### config.mk
export PLATFORM = sky130hd
export DESIGN_NAME = bus_interconnect
export DESIGN_NICKNAME = d
export VERILOG_FILES = /design/src/rtl/bus_interconnect.sv
export SDC_FILE = /design/constraint.sdc
export NUM_CORES = 1
export LEC_CHECK = 0
export ABC_AREA = 1
export BUFFER_PORTS_ARGS = -buffer_cell sky130_fd_sc_hd__buf_2
export CORE_MARGIN = 8
export CORE_UTILIZATION = 48
export CTS_BUF_LIST = sky130_fd_sc_hd__clkbuf_4 sky130_fd_sc_hd__clkbuf_8
export CTS_CLUSTER_DIAMETER = 80
export DETAILED_ROUTE_END_ITERATION = 10
export PLACE_DENSITY = 0.87
export RECOVER_POWER = 100
export SYNTH_ARGS = -nofsm -noshare
export SYNTH_HDL_FRONTEND = slang
export SYNTH_SLANG_ARGS = --single-unit
### constraint.sdc
create_clock -name clk -period 3.53 [get_ports clk]
set_input_delay 0.1765 -clock clk [delete_from_list [all_inputs] [get_ports clk]]
set_output_delay 0.1765 -clock clk [all_outputs]
set_load 0.1 [all_outputs]
### src/rtl/bus_interconnect.sv
// Serial bus interconnect: NUM_MASTERS masters to NUM_SLAVES slaves; define ARB_ROUND_ROBIN_EN for round-robin arbitration.
// Grant 1 cycle after request, SEL_BITS address bits consumed, then zero-latency routing; losers wait with m_req held.
module bus_interconnect #(
  parameter int NUM_MASTERS = 2,
  parameter int NUM_SLAVES  = 3,
  parameter int SEL_BITS    = 2
) (
  input  logic                   clk,
  input  logic                   rst,
  input  logic [NUM_MASTERS-1:0] m_req,
  output logic [NUM_MASTERS-1:0] m_grant,
  input  logic [NUM_MASTERS-1:0] m_master_valid,
  input  logic [NUM_MASTERS-1:0] m_master_ready,
  input  logic [NUM_MASTERS-1:0] m_tx_address,
  input  logic [NUM_MASTERS-1:0] m_tx_data,
  input  logic [NUM_MASTERS-1:0] m_write_en,
  input  logic [NUM_MASTERS-1:0] m_read_en,
  input  logic [NUM_MASTERS-1:0] m_tx_burst_num,
  output logic [NUM_MASTERS-1:0] m_rx_data,
  output logic [NUM_MASTERS-1:0] m_slave_valid,
  output logic [NUM_MASTERS-1:0] m_slave_ready,
  output logic [NUM_MASTERS-1:0] m_dec_err,
  output logic [NUM_SLAVES-1:0]  s_master_valid,
  output logic [NUM_SLAVES-1:0]  s_master_ready,
  output logic [NUM_SLAVES-1:0]  s_rx_address,
  output logic [NUM_SLAVES-1:0]  s_rx_data,
  output logic [NUM_SLAVES-1:0]  s_write_en,
  output logic [NUM_SLAVES-1:0]  s_read_en,
  output logic [NUM_SLAVES-1:0]  s_rx_burst_num,
  input  logic [NUM_SLAVES-1:0]  s_tx_data,
  input  logic [NUM_SLAVES-1:0]  s_slave_valid,
  input  logic [NUM_SLAVES-1:0]  s_slave_ready,
  output logic                   busy,
  output logic [SEL_BITS-1:0]    cur_slave
);
  localparam int CW = $clog2(SEL_BITS + 1);
  localparam logic [NUM_MASTERS-1:0] M_ONE = NUM_MASTERS'(1);
  localparam logic [NUM_SLAVES-1:0]  S_ONE = NUM_SLAVES'(1);

  typedef enum logic [2:0] {IDLE, DECODE, CONNECT, ERR, RELEASE} state_t;

  state_t                 state;
  logic [SEL_BITS-1:0]    sel;
  logic [SEL_BITS-1:0]    sel_next;
  logic [CW-1:0]          bit_cnt;
  logic [NUM_MASTERS-1:0] arb_pick;
  logic [NUM_SLAVES-1:0]  slave_mask;
  logic own_req, own_vld, own_rdy, own_addr, own_data, own_we, own_re, own_burst;
  logic ret_data, ret_vld, ret_rdy;

  // m_grant is one-hot while a master owns the bus, so masking picks the owner's bit
  assign own_req   = |(m_req & m_grant);
  assign own_vld   = |(m_master_valid & m_grant);
  assign own_rdy   = |(m_master_ready & m_grant);
  assign own_addr  = |(m_tx_address & m_grant);
  assign own_data  = |(m_tx_data & m_grant);
  assign own_we    = |(m_write_en & m_grant);
  assign own_re    = |(m_read_en & m_grant);
  assign own_burst = |(m_tx_burst_num & m_grant);

  assign sel_next = (sel << 1) | SEL_BITS'(own_addr);

`ifdef ARB_ROUND_ROBIN_EN
  logic [NUM_MASTERS-1:0] last_grant;
  logic [NUM_MASTERS-1:0] above_last;
  logic [NUM_MASTERS-1:0] req_hi;

  // requesters strictly above the last winner get first pick, otherwise wrap to the lowest
  assign above_last = ~((last_grant << 1) - M_ONE);
  assign req_hi     = m_req & above_last;
  assign arb_pick   = (|req_hi) ? (req_hi & (~req_hi + M_ONE)) : (m_req & (~m_req + M_ONE));

  always_ff @(posedge clk or negedge rst) begin
    if (!rst) begin
      last_grant <= M_ONE << (NUM_MASTERS - 1);
    end else if (state == IDLE && |m_req) begin
      last_grant <= arb_pick;
    end
  end
`else
  assign arb_pick = m_req & (~m_req + M_ONE);
`endif

  always_ff @(posedge clk or negedge rst) begin
    if (!rst) begin
      state     <= IDLE;
      m_grant   <= '0;
      sel       <= '0;
      bit_cnt   <= '0;
      cur_slave <= '0;
      m_dec_err <= '0;
    end else begin
      case (state)
        IDLE: begin
          if (|m_req) begin
            m_grant <= arb_pick;
            sel     <= '0;
            bit_cnt <= '0;
            state   <= DECODE;
          end
        end
        DECODE: begin
          if (!own_req) begin
            m_grant <= '0;
            sel     <= '0;
            bit_cnt <= '0;
            state   <= RELEASE;
          end else if (own_vld) begin
            sel <= sel_next;
            if (bit_cnt == CW'(SEL_BITS - 1)) begin
              bit_cnt <= '0;
              if (int'(sel_next) < NUM_SLAVES) begin
                cur_slave <= sel_next;
                state     <= CONNECT;
              end else begin
                m_dec_err <= m_grant;
                state     <= ERR;
              end
            end else begin
              bit_cnt <= bit_cnt + CW'(1);
            end
          end
        end
        CONNECT, ERR: begin
          if (!own_req) begin
            m_grant   <= '0;
            m_dec_err <= '0;
            cur_slave <= '0;
            state     <= RELEASE;
          end
        end
        RELEASE: state <= IDLE;
        default: state <= IDLE;
      endcase
    end
  end

  // routing is gated purely by state, so an async reset drops every path at once
  assign slave_mask = (state == CONNECT) ? (S_ONE << cur_slave) : '0;

  assign s_master_valid = {NUM_SLAVES{own_vld}} & slave_mask;
  assign s_master_ready = {NUM_SLAVES{own_rdy}} & slave_mask;
  assign s_rx_address   = {NUM_SLAVES{own_addr}} & slave_mask;
  assign s_rx_data      = {NUM_SLAVES{own_data}} & slave_mask;
  assign s_write_en     = {NUM_SLAVES{own_we}} & slave_mask;
  assign s_read_en      = {NUM_SLAVES{own_re}} & slave_mask;
  assign s_rx_burst_num = {NUM_SLAVES{own_burst}} & slave_mask;

  assign ret_data = |(s_tx_data & slave_mask);
  assign ret_vld  = |(s_slave_valid & slave_mask);
  assign ret_rdy  = |(s_slave_ready & slave_mask);

  assign m_rx_data     = {NUM_MASTERS{ret_data}} & m_grant;
  assign m_slave_valid = {NUM_MASTERS{ret_vld}} & m_grant;
  assign m_slave_ready = {NUM_MASTERS{ret_rdy}} & m_grant;

  assign busy = (state != IDLE);

endmodule
=== Word-level counts from Yosys, hierarchy flattened ===
Index checks and enable logic that the tools add are counted.
Widths: inputs -> output; s select.

* Muxes and demuxes: 29
* Shift-type cells: 1
* Add/sub/neg operators: 2
* Bitwise logic cells: 24
* Eq/ne operators: 14
* Reductions and logical operators: 24
* Magnitude comparators: 1

{| class="wikitable"
|+ Operator list
! operator !! count
|-
| $and 3x3->3 || 10
|-
| $mux 2 || 14
|-
| $and 2x2->2 || 12
|-
| $reduce_or 2->1 || 10
|-
| $mux 3 || 6
|-
| $ne 2x2->1 const B || 8
|-
| $pmux 2 s2 || 4
|-
| $reduce_and 6->1 || 2
|-
| $reduce_or 3->1 || 4
|-
| $pmux 3 s3 || 1
|-
| $eq 3x2->1 const B || 2
|-
| $ne 3x3->1 const B || 2
|-
| $reduce_and 3->1 || 2
|-
| $reduce_bool 2->1 || 3
|-
| $add 2x1->2 const B || 2
|-
| $reduce_and 4->1 || 1
|-
| $eq 3x1->1 const B || 1
|-
| $logic_not 3->1 || 1
|-
| $mux 1 || 3
|-
| $reduce_bool 3->1 || 1
|-
| $shl 1x2->3 const A || 1
|-
| $eq 2x1->1 const B || 1
|-
| $lt 2x2->1 const B || 1
|-
| $not 2->2 || 1
|-
| other kinds (2) || 2
|}

* Bits in registers: 12
* Output and inout bits: 34
* Bits of input ports: 27

=== Depth between registers and ports, before layout ===
* Depth after elaboration: 9
* Mapped depth: 8

=== Worst setup path after synthesis ===
OpenSTA, ideal clock, no wires.

* Kind: register to output
* From: register m_grant[0]
* To: output port s_master_ready[0]
* Slack: 592 ps
* Arrival time: 2761 ps
* Stages on the path, launching flop included: 5
* Required time: 3354 ps
* Cell sequence: dfrtp_1 -> clkbuf_1 -> a22o_1 -> inv_1 -> nor2_1

* Word-level cells in the longest chain between the ends: 3

{| class="wikitable"
|+ RTL lines
! element !! RTL line !! text
|-
| from (decl) || 11 || <nowiki>output logic [NUM_MASTERS-1:0] m_grant,</nowiki>
|-
| from (signal assigned) || 96 || <nowiki>m_grant <= arb_pick;</nowiki>
|-
| $and 2x2->2 || 54 || <nowiki>assign own_rdy = |(m_master_ready & m_grant);</nowiki>
|-
| $reduce_or 2->1 || 54 ||
|-
| $and 3x3->3 || 142 || <nowiki>assign s_master_ready = {NUM_SLAVES{own_rdy}} & slave_mask;</nowiki>
|-
| to (decl) || 24 || <nowiki>output logic [NUM_SLAVES-1:0] s_master_ready,</nowiki>
|}

Every way passes these cells.

=== Worst setup path after layout ===
* From: register state[2]
* To: output port s_rx_burst_num[0]

* Word-level cells in the longest chain between the ends: 3

{| class="wikitable"
|+ RTL lines
! element !! RTL line !! text
|-
| from (decl) || 42 || <nowiki>state_t state;</nowiki>
|-
| from (signal assigned) || 86 || <nowiki>state <= IDLE;</nowiki>
|-
| from (signal assigned) || 99 || <nowiki>state <= DECODE;</nowiki>
|-
| from (signal assigned) || 107 || <nowiki>state <= RELEASE;</nowiki>
|-
| $eq 3x2->1 || 139 || <nowiki>assign slave_mask = (state == CONNECT) ? (S_ONE << cur_slave) : '0;</nowiki>
|-
| $mux 3 || 139 ||
|-
| $and 3x3->3 || 147 || <nowiki>assign s_rx_burst_num = {NUM_SLAVES{own_burst}} & slave_mask;</nowiki>
|-
| to (decl) || 29 || <nowiki>output logic [NUM_SLAVES-1:0] s_rx_burst_num,</nowiki>
|}

Every way passes these cells.

==> flow_summary.toml <==
[status]
status = "finished clean"

[clocking]
cts_setup_buffers = 0
cts_root_buf = "clkbuf_4"
cts_max_path_buffers = 2
clock-sinks = 12
hold_buffers = 1
h-tree-depth = 1
cts_buffers = 3
cts_resized = 0
clkLatencyLatePin_ns = 0.27
cts_tree = "built"
path_clk_slew_ns = 0.08

[critical_path]
critPathRequiredTime_ns = 3.35
crit_fanout = 12
path_class = "reg -> out"
cp-start-kind = "register"
crit_arrival_ns = 2.39
worstSetupEndpointType = "output port"

[timing]
fin_setup_tns_ns = 0
fmax_mhz = 389
slew_viol_final = 0
fin_crit_ns = 2.57
finalCritPeriodShare_pct = 72.8
clock_skew_ns = 0.0102
hold_ws_ns = 0.142
rsz0062_at_grt = "no"
hold_viol_final = 0
worstMarginPinSlew_ns = 1.17
slew_headroom_pct = 22.2
fin_ws_ns = 0.961
finalSetupViolations = 0

[global_route]
gr-total-overflow = 0
grt_pass1_wl_mm = 5.35
antenna_found_initial = 0
grt_pass1_vias = 1177
track_usage_pct = 16.0
grt_max_degree = 15

[synthesis]
synth_nets = 197
async_flop_share_pct = 100
ys_top_cells_by_area = "dfrtp_1 (29%), nand2_1 (15%), nor2_1 (12%)"
ys_types = 19
synth.top_cell.area_share_pct = 28.7
synth.top_cells.by_count = "nand2_1 (42), nor2_1 (33), inv_1 (26)"
netlist_instances = 170
synth_flop_cell = "dfrtp_1"
yosysMostFrequentCell = "nand2_1"
synth-seq-cells = 12
synth_edf_count = 0
yosys.area.top_type = "dfrtp_1"
ys_warn_count = 0
synth_seq_area_share_pct = 28.7
syn_avg_cell_area_um2 = 6.15
netlist_area_um2 = 1050

[routing]
num_vias = 1294
ant_nets = 0
drt_wl_total_mm = 3.26
wl_per_cell_um = 12.6
vias_per_cell = 5.00
drc_errors = 0
first_pass_iters = 4
drt_iter0_markers = 109

[power_and_ir_drop]
ir_worst_vdd_mv = 0.387
finalPower_mw = 1.05
p_leak_nw = 0.825
powerDensity_nw_per_um2 = 767

[cells_and_area]
drive_gt1_share_pct = 31.2
fillCellCount = 216
design_area_um2 = 1370
stdcell_count = 259
nets = 260
utilization_pct = 64.5
syn_to_final_growth_pct = 31.1
num_antenna_cells = 0

[floorplanning]
dieArea_um2 = 3930
initial_core_util_pct = 49.2
top_level_ports = 61
core_um2 = 2130
row_count = 17
dieWidth_um = 62.7
die_y_um = 62.7

[place]
numPlacedInstances = 255
port_buffers = 60
dp_slack_ns = 1.54
placed_cell_area_um2 = 1360
hpwl_mm = 2.64
gp_congestion = 0.908

[min_path]
hold_path_class = "in -> reg"

[job]
cap_viol_max_count = 0
==> layout make-up <==
| cell class | count | area [um2] | area share (%) |
|---|---|---|---|
| timing repair buffer | 61 | 300 | 21.9 |
| multi-input combinational | 127 | 608 | 44.3 |
| clock buffer | 3 | 22.5 | 1.64 |
| inverter | 28 | 105 | 7.66 |
| tap | 28 | 35.0 | 2.55 |
| sequential | 12 | 300 | 21.9 |
==> cells by family after synthesis <==
logic type             synth area share [%]
buffers and inverters                  11.8
flip-flops                             28.7
AND/OR/NAND/NOR                        49.5
AO/OA/AOI/OAI                          9.93
==> worst max-delay path, cell delays in order (launching register included) <==
cell and delay, ns:
dfrtp_1 0.42, inv_2 0.10, nand2_2 0.07, nor2_1 0.59, nand3_2 0.30, nor2_1 0.18
buf_2 0.44
==> routing by layer <==
metal	wire length [um]	track usage, %	up-vias
li1	-	-	656
met1	1460	20.5	563
met2	1390	24.7	71
met3	388	5.38	4
met4	25	5.13	0
met5	0	0	-
==> worst paths after layout <==
kind                                           from                        to  slack, ns  cells after the start
max                            state[2]$_DFFE_PN0P_         s_rx_burst_num[0]       0.96                      6
min                                        m_req[0]    m_grant[0]$_DFFE_PN0P_       0.14                      3
max reg2reg                  m_grant[1]$_DFFE_PN0P_  m_dec_err[0]$_DFFE_PN0P_       1.80                      7
min reg2reg                m_dec_err[1]$_DFFE_PN0P_  m_dec_err[1]$_DFFE_PN0P_       0.48                      2
max in group asynchronous                       rst        sel[0]$_DFFE_PN0P_       2.65                      2
min in group asynchronous                       rst    bit_cnt[1]$_DFFE_PN0P_       0.44                      2
==> layout by cell type (no fill, tap or decap) <==
cell type	count
nand2_2	6
o21ai_1	1
a21boi_2	1
clkbuf_1	8
dlygate4sd3_1	1
buf_2	52
nand2_1	44
nand3_2	3
nand3_1	9
a21oi_1	2
a22o_1	5
nor2_1	35
nand4_1	10
inv_2	2
clkbuf_4	3
inv_1	26
o21ai_0	6
dfrtp_1	12
nor2_4	1
nor2_2	4
==> power breakdown <==
part / switching, mW / internal (mW)
Clock: 0.0452 / 0.0395
Sequential: 0.0758 / 0.180
Combinational: 0.563 / 0.149
==> state kept, by name (all words and copies together) (netlist names) <==
signal,count
cur_slave,2
sel,1
m_dec_err,2
m_grant,2
bit_cnt,2
state,3
(Power assumes the default switching activity.)
